`src/rtl/bus_memory_controller.sv`:
```
// bus_memory_controller
//   Shared-bus memory slave. Serves single-word reads and write-backs from the
//   granted cache master using a word-addressed backing store with a fixed
//   access latency. On reads, a cache-to-cache intervention (snoopHit plus
//   snoopFunctionComplete) preempts memory; the supplied word is returned to
//   the requester and written back into the store.
//
// Ports
//   clock                 : system clock, rising edge
//   reset                 : asynchronous reset, active low
//   address               : word address from the granted master
//   dataOut               : write data from the master
//   dataIn                : read data to the master (registered)
//   readEnabled           : master read request (level)
//   writeEnabled          : master write request (level, wins over read)
//   functionComplete      : transaction done, held until both enables drop
//   snoopHit              : some snooper owns the addressed block
//   snoopFunctionComplete : owning snooper has placed data on snoopDataIn
//   snoopDataIn           : intervention data from the owning cache
//   busy                  : high whenever the controller is not idle
module bus_memory_controller #(
    parameter int ADDRESS_WIDTH = 16,
    parameter int DATA_WIDTH    = 16,
    parameter int SIZE_IN_WORDS = 256,
    parameter int LATENCY       = 4
) (
    input  logic                     clock,
    input  logic                     reset,
    input  logic [ADDRESS_WIDTH-1:0] address,
    input  logic [DATA_WIDTH-1:0]    dataOut,
    output logic [DATA_WIDTH-1:0]    dataIn,
    input  logic                     readEnabled,
    input  logic                     writeEnabled,
    output logic                     functionComplete,
    input  logic                     snoopHit,
    input  logic                     snoopFunctionComplete,
    input  logic [DATA_WIDTH-1:0]    snoopDataIn,
    output logic                     busy
);

    localparam int         IDX_W    = $clog2(SIZE_IN_WORDS);
    localparam logic [3:0] LAT_INIT = 4'(LATENCY - 1);

    typedef enum logic [1:0] {
        IDLE,
        ACCESS,
        COMPLETE
    } state_e;

    state_e                  state_q;
    logic [IDX_W-1:0]        idx_q;
    logic [DATA_WIDTH-1:0]   wdata_q;
    logic [DATA_WIDTH-1:0]   snoop_data_q;
    logic [DATA_WIDTH-1:0]   data_in_q;
    logic                    write_q;
    logic                    snoop_q;
    logic                    fc_q;
    logic                    busy_q;
    logic [3:0]              cnt_q;

    logic [DATA_WIDTH-1:0]   mem_q [SIZE_IN_WORDS];

    logic                    mem_we;
    logic [DATA_WIDTH-1:0]   mem_wdata;

    // Upper address bits are deliberately ignored (index wraps).
    logic unused_address;
    assign unused_address = ^address;

    assign dataIn           = data_in_q;
    assign functionComplete = fc_q;
    assign busy             = busy_q;

    // Store update: write-back when the latency expires, or the flush of an
    // intervening owner's word on the first COMPLETE cycle.
    always_comb begin
        mem_we    = 1'b0;
        mem_wdata = wdata_q;
        if (state_q == ACCESS && write_q && cnt_q == 4'd0) begin
            mem_we = 1'b1;
        end
        if (state_q == COMPLETE && !fc_q && snoop_q) begin
            mem_we    = 1'b1;
            mem_wdata = snoop_data_q;
        end
    end

    // The store has no reset so its contents survive a reset.
    always_ff @(posedge clock) begin
        if (mem_we) begin
            mem_q[idx_q] <= mem_wdata;
        end
    end

    always_ff @(posedge clock or negedge reset) begin
        if (!reset) begin
            state_q      <= IDLE;
            idx_q        <= '0;
            wdata_q      <= '0;
            snoop_data_q <= '0;
            data_in_q    <= '0;
            write_q      <= 1'b0;
            snoop_q      <= 1'b0;
            fc_q         <= 1'b0;
            busy_q       <= 1'b0;
            cnt_q        <= '0;
        end else begin
            case (state_q)
                IDLE: begin
                    if (writeEnabled) begin
                        idx_q   <= address[IDX_W-1:0];
                        wdata_q <= dataOut;
                        write_q <= 1'b1;
                        snoop_q <= 1'b0;
                        cnt_q   <= LAT_INIT;
                        busy_q  <= 1'b1;
                        state_q <= ACCESS;
                    end else if (readEnabled) begin
                        idx_q   <= address[IDX_W-1:0];
                        write_q <= 1'b0;
                        snoop_q <= 1'b0;
                        cnt_q   <= LAT_INIT;
                        busy_q  <= 1'b1;
                        state_q <= ACCESS;
                    end
                end
                ACCESS: begin
                    if (!write_q && snoopHit && snoopFunctionComplete) begin
                        // Intervention preempts memory at any point.
                        snoop_data_q <= snoopDataIn;
                        snoop_q      <= 1'b1;
                        state_q      <= COMPLETE;
                    end else if (cnt_q != 4'd0) begin
                        cnt_q <= cnt_q - 4'd1;
                    end else if (write_q) begin
                        state_q <= COMPLETE;
                    end else if (!snoopHit) begin
                        data_in_q <= mem_q[idx_q];
                        state_q   <= COMPLETE;
                    end
                    // Otherwise an owner exists but has not supplied data:
                    // hold with the counter at zero.
                end
                COMPLETE: begin
                    if (!fc_q) begin
                        fc_q <= 1'b1;
                        if (snoop_q) begin
                            data_in_q <= snoop_data_q;
                        end
                    end else if (!readEnabled && !writeEnabled) begin
                        fc_q    <= 1'b0;
                        busy_q  <= 1'b0;
                        state_q <= IDLE;
                    end
                end
                default: begin
                    state_q <= IDLE;
                    busy_q  <= 1'b0;
                    fc_q    <= 1'b0;
                end
            endcase
        end
    end

endmodule

```
`config.mk`:
```
export PLATFORM = sky130hd
export DESIGN_NAME = bus_memory_controller
export DESIGN_NICKNAME = d
export VERILOG_FILES = /design/src/rtl/bus_memory_controller.sv
export SDC_FILE = /design/constraint.sdc
export NUM_CORES = 2
export LEC_CHECK = 0
export BUFFER_PORTS_ARGS = -buffer_cell sky130_fd_sc_hd__buf_2
export CORE_MARGIN = 10
export CORE_UTILIZATION = 50
export CTS_CLUSTER_DIAMETER = 200
export DETAILED_ROUTE_END_ITERATION = 7
export GPL_ROUTABILITY_DRIVEN = 0
export PLACE_DENSITY_LB_ADDON = 0.15
export SLEW_MARGIN = 20
export SYNTH_ARGS = -nofsm -noshare
export SYNTH_HDL_FRONTEND = slang
export SYNTH_SLANG_ARGS = --single-unit
```
`constraint.sdc`:
```
create_clock -name clock -period 9.6 [get_ports clock]
set_input_delay 0.48 -clock clock [delete_from_list [all_inputs] [get_ports clock]]
set_output_delay 0.48 -clock clock [all_outputs]
set_load 0.1 [all_outputs]
```
==> summary.md <==
| Metric | Value |
|---|---|
| Min-Delay Path Class | `in2reg` |
| Fin crit period | `~5.4 ns` |
| Core box area | `~0.32 mm^2` |
| Largest net degree at the start of global routing | `168` |
| Sw Pwr | `around 19000 uW` |
| Yosys warns | `0` |
| Initial DRT Pass Iterations | `6` |
| P_leak | `about 0.057 uW` |
| Synth-to-Final Area Change | `12.9%` |
| RSZ-0062 raised after global routing | `false` |
| DRC viols | `0` |
| CP required | `10.23 ns` |
| 1st-iter DRT viols | `roughly 11000` |
| # placed instances | `11890` |
| Max rail drop VDD | `approximately 0.43 mV` |
| Setup CP Type | `reg2reg` |
| Register area share after synthesis | `about 78%` |
| PnR worst setup slack | `4.25 ns` |
| Yosys top cell area share | `about 77%` |
| Setup tns final | `0 ns` |
| R2R cell count | `9` |
| Most common cell after layout, fill and taps aside | `edfxtp_1` |
| Layout net count | `between 8000 and 9000` |
| Post-synth EDFFs | `4096` |
| CTS tree | `built` |
| Post-Route Skew | `0.0718 ns` |
| Synthesized cell area | `about 0.16 mm^2` |
| Terminus of the critical flop-to-flop path | `mem_q[224][3]` |
| Synth area leader | `edfxtp_1` |
| Slew margin rel. | `5.46%` |
| Worst path cell trace | `nand2b_1, nor3b_2, buf_4, nor2_1, nor3_1, nand2_1, buf_4, nor2_1, buf_4` |
| Cell count after synthesis | `7567` |
| Max-cap violations | `0` |
| Dpl ws | `4.38 ns` |
| Post-Route WL | `about 460 mm` |
| Most frequent cells in the layout | `edfxtp_1, mux4_2, mux2i_1` |
| H-tree depth | `5` |
| Antenna-violating nets left | `0` |
| Post-route non-filler standard cell count | `~13000` |
| Register clock-pin slew on the reported worst setup and hold paths | `0.06 ns` |
| DP HPWL | `~280 mm` |
| Via count | `approximately 80000` |
| Row Count | `~210` |
| Seq pwr share | `around two fifths` |
| Fin. max-slew vios | `0` |
| Avg Cell Area, Syn | `21.2 um^2` |
| Number of global-route vias before repair | `80450` |
| Post-CTS Setup Bufs | `0` |
| Status | `finished clean` |
| CTS sink cnt | `about 4200` |
| Clk root buf | `clkbuf_16` |
| #FFs+latches synth | `about 4200` |
| Main synth FF type | `edfxtp_1` |
| Net Sw Frac | `around a third` |
| Hold Violations, Final | `0` |
| R2r startpoint | `state_q[0]` |
| CP Max Fanout | `19` |
| Pwr per Cell Area | `slightly above 300 mW/mm^2` |
| Starting density of the core | `roughly 50%` |
| Total CTS buffers | `422` |
| Buffers on Ports | `63` |
| Chip width | `587 um` |
| Internal Pwr Total | `between 30000 and 40000 uW` |
| Logic gate share of total power | `between 30% and 40%` |
| Hold path cells | `4` |
| Hold Path Origin | `address[0]` |
| Critical path launch point type | `flip-flop` |
| Cell area after layout | `approximately 0.18 mm^2` |
| Via-to-Cell Ratio | `approximately 6.4` |
| Total track usage | `about a quarter` |
| Slowest CP cell | `nor2_1` |
| Synth cell types | `about 80` |
| Routed len/inst | `about 36 um` |
| Clock tree buffer depth | `4` |
| IO Count | `72` |
| Worst Tran Pin Value | `1.42 ns` |
| CTS Hold Bufs | `48` |
| Worst skew pair latency | `~0.97 ns` |
| Clock power share | `~28%` |
| Gr ovfl total | `0` |
| Critical path endpoint category | `flip-flop` |
| Final setup fails | `0` |
| Post-CTS resize count | `0` |
| R2r setup slk | `approximately 4.2 ns` |
| Syn Nets | `between 7000 and 8000` |
| Fillers | `roughly 24000` |
| Synth area leaders | `edfxtp_1, mux4_2, mux2i_1, dfrtp_1, nor2_1` |
| Ys async rst share | `about 1.6%` |
| Crit path DAT | `5.98 ns` |
| Fmax | `about 190 MHz` |
| Largest stage delay, worst path | `0.78 ns` |
| First-pass GRT wire length | `around 640 mm` |
| Initial antenna violation count | `37` |
| CP most frequent cell | `buf_4` |
| Final period util | `a little under three fifths` |
| Die Ht | `approximately 590 um` |
| Share of cells above drive strength 1 | `approximately 25%` |
| Hold Path End | `idx_q[0]` |
| Cell Area, Placed | `between 0.15 and 0.2 mm^2` |
| Die area | `about 0.34 mm^2` |
==> critical path, delay by kind of cell (launching register included) <==
family	cells	cell delay, ns
buf+inv	3	1.31
simple gates	6	3.14
flops	1	0.49
==> routing by layer <==
metal,track usage [%],share of wire (%),vias to the layer above
li1,-,-,32817
met2,40.9,47,4182
met3,5.76,10,812
met4,9.60,4.5,20
met1,36.6,39,43795
met5,0,0.026,-
==> cells in the mapped netlist (6+ instances only) <==
master / number
mux4_2: 822
o211ai_1: 13
nor2_1: 357
and3_1: 23
o2111ai_1: 15
nand4_1: 18
nand3_1: 57
or2_2: 6
o22ai_1: 180
nand2b_1: 22
mux2_2: 95
or4_1: 18
buf_4: 101
clkbuf_1: 117
buf_1: 16
a22oi_1: 132
nand2_1: 200
nand4b_1: 14
a31oi_1: 34
a21oi_1: 71
a211oi_1: 26
edfxtp_1: 4096
or3_1: 23
and4_1: 7
nand4bb_1: 6
mux2i_1: 457
a22o_1: 12
o22a_1: 14
a21o_1: 7
dfrtp_1: 66
a32oi_1: 8
nor2b_1: 17
inv_1: 6
a221oi_1: 56
o21ai_0: 83
nor3_1: 31
a32o_1: 7
nor4_1: 17
buf_6: 63
nor3b_1: 6
o32ai_1: 11
o211a_1: 7
buf_2: 147
o221ai_1: 22
==> power by group through the flow <==
stage	Sequential, uW	Clock (uW)	Combinational (uW)
after floorplan	24000	0	9830
after global placement	23800	0	16500
after detailed placement	23800	0	16800
after CTS	23400	15900	16800
after global routing	23400	16700	17600
final	23400	15700	16900
==> per-stage QoR <==
stage          util, %  hold slack [ns]  total power (uW)
5_1_grt           56.6            0.262             57700
3_5_place_dp      52.3            0.356             40600
4_1_cts           56.5            0.207             56200
3_3_place_gp      52.2            0.353             40300
6_report          56.6            0.267             56100
2_1_floorplan        -            0.184             33800
==> final cells by class <==
| class | count | area, um^2 | area share, % |
|---|---|---|---|
| Clock buffer | 553 | 11300 | 6.21 |
| Antenna cell | 50 | 125 | 0.0690 |
| Inverter | 7 | 31.3 | 0.0172 |
| Clock inverter | 226 | 1850 | 1.02 |
| Timing Repair Buffer | 515 | 4050 | 2.23 |
| Sequential cell | 4162 | 125000 | 68.7 |
| Multi-Input combinational cell | 2953 | 34000 | 18.7 |
| Tap cell | 4305 | 5390 | 2.97 |
==> registers in the layout (all words and copies together), names as in the netlist <==
register	count
busy	1
cnt_q	4
dataIn	16
functionComplete	1
idx_q	8
mem_q	4096
snoop_data_q	16
snoop_q	1
state_q	2
wdata_q	16
write_q	1
==> how the worst max path moves through the flow <==
stage                     depth (start not counted)             end  slack, ns              from
after floorplan                                   4    mem_q[0][10]       5.41  functionComplete
after global placement                           10      dataIn[14]       4.48          idx_q[0]
after detailed placement                         10      dataIn[12]       4.38          idx_q[0]
after CTS                                         9   mem_q[224][3]       4.34        state_q[0]
after global routing                              9  mem_q[224][13]       4.01        state_q[0]
final                                             9   mem_q[224][3]       4.25        state_q[0]
==> kinds of logic after synthesis <==
logic type | count (synthesis) | synth area share, %
flops | 4162 | 77.6
compound gates | 721 | 3.11
mux | 1374 | 15.0
buf+inv | 452 | 1.71
fa+ha+maj | 1 | 0.00779
xor+xnor | 2 | 0.0109
simple gates | 855 | 2.52
Power figures use the tool's default switching activity.
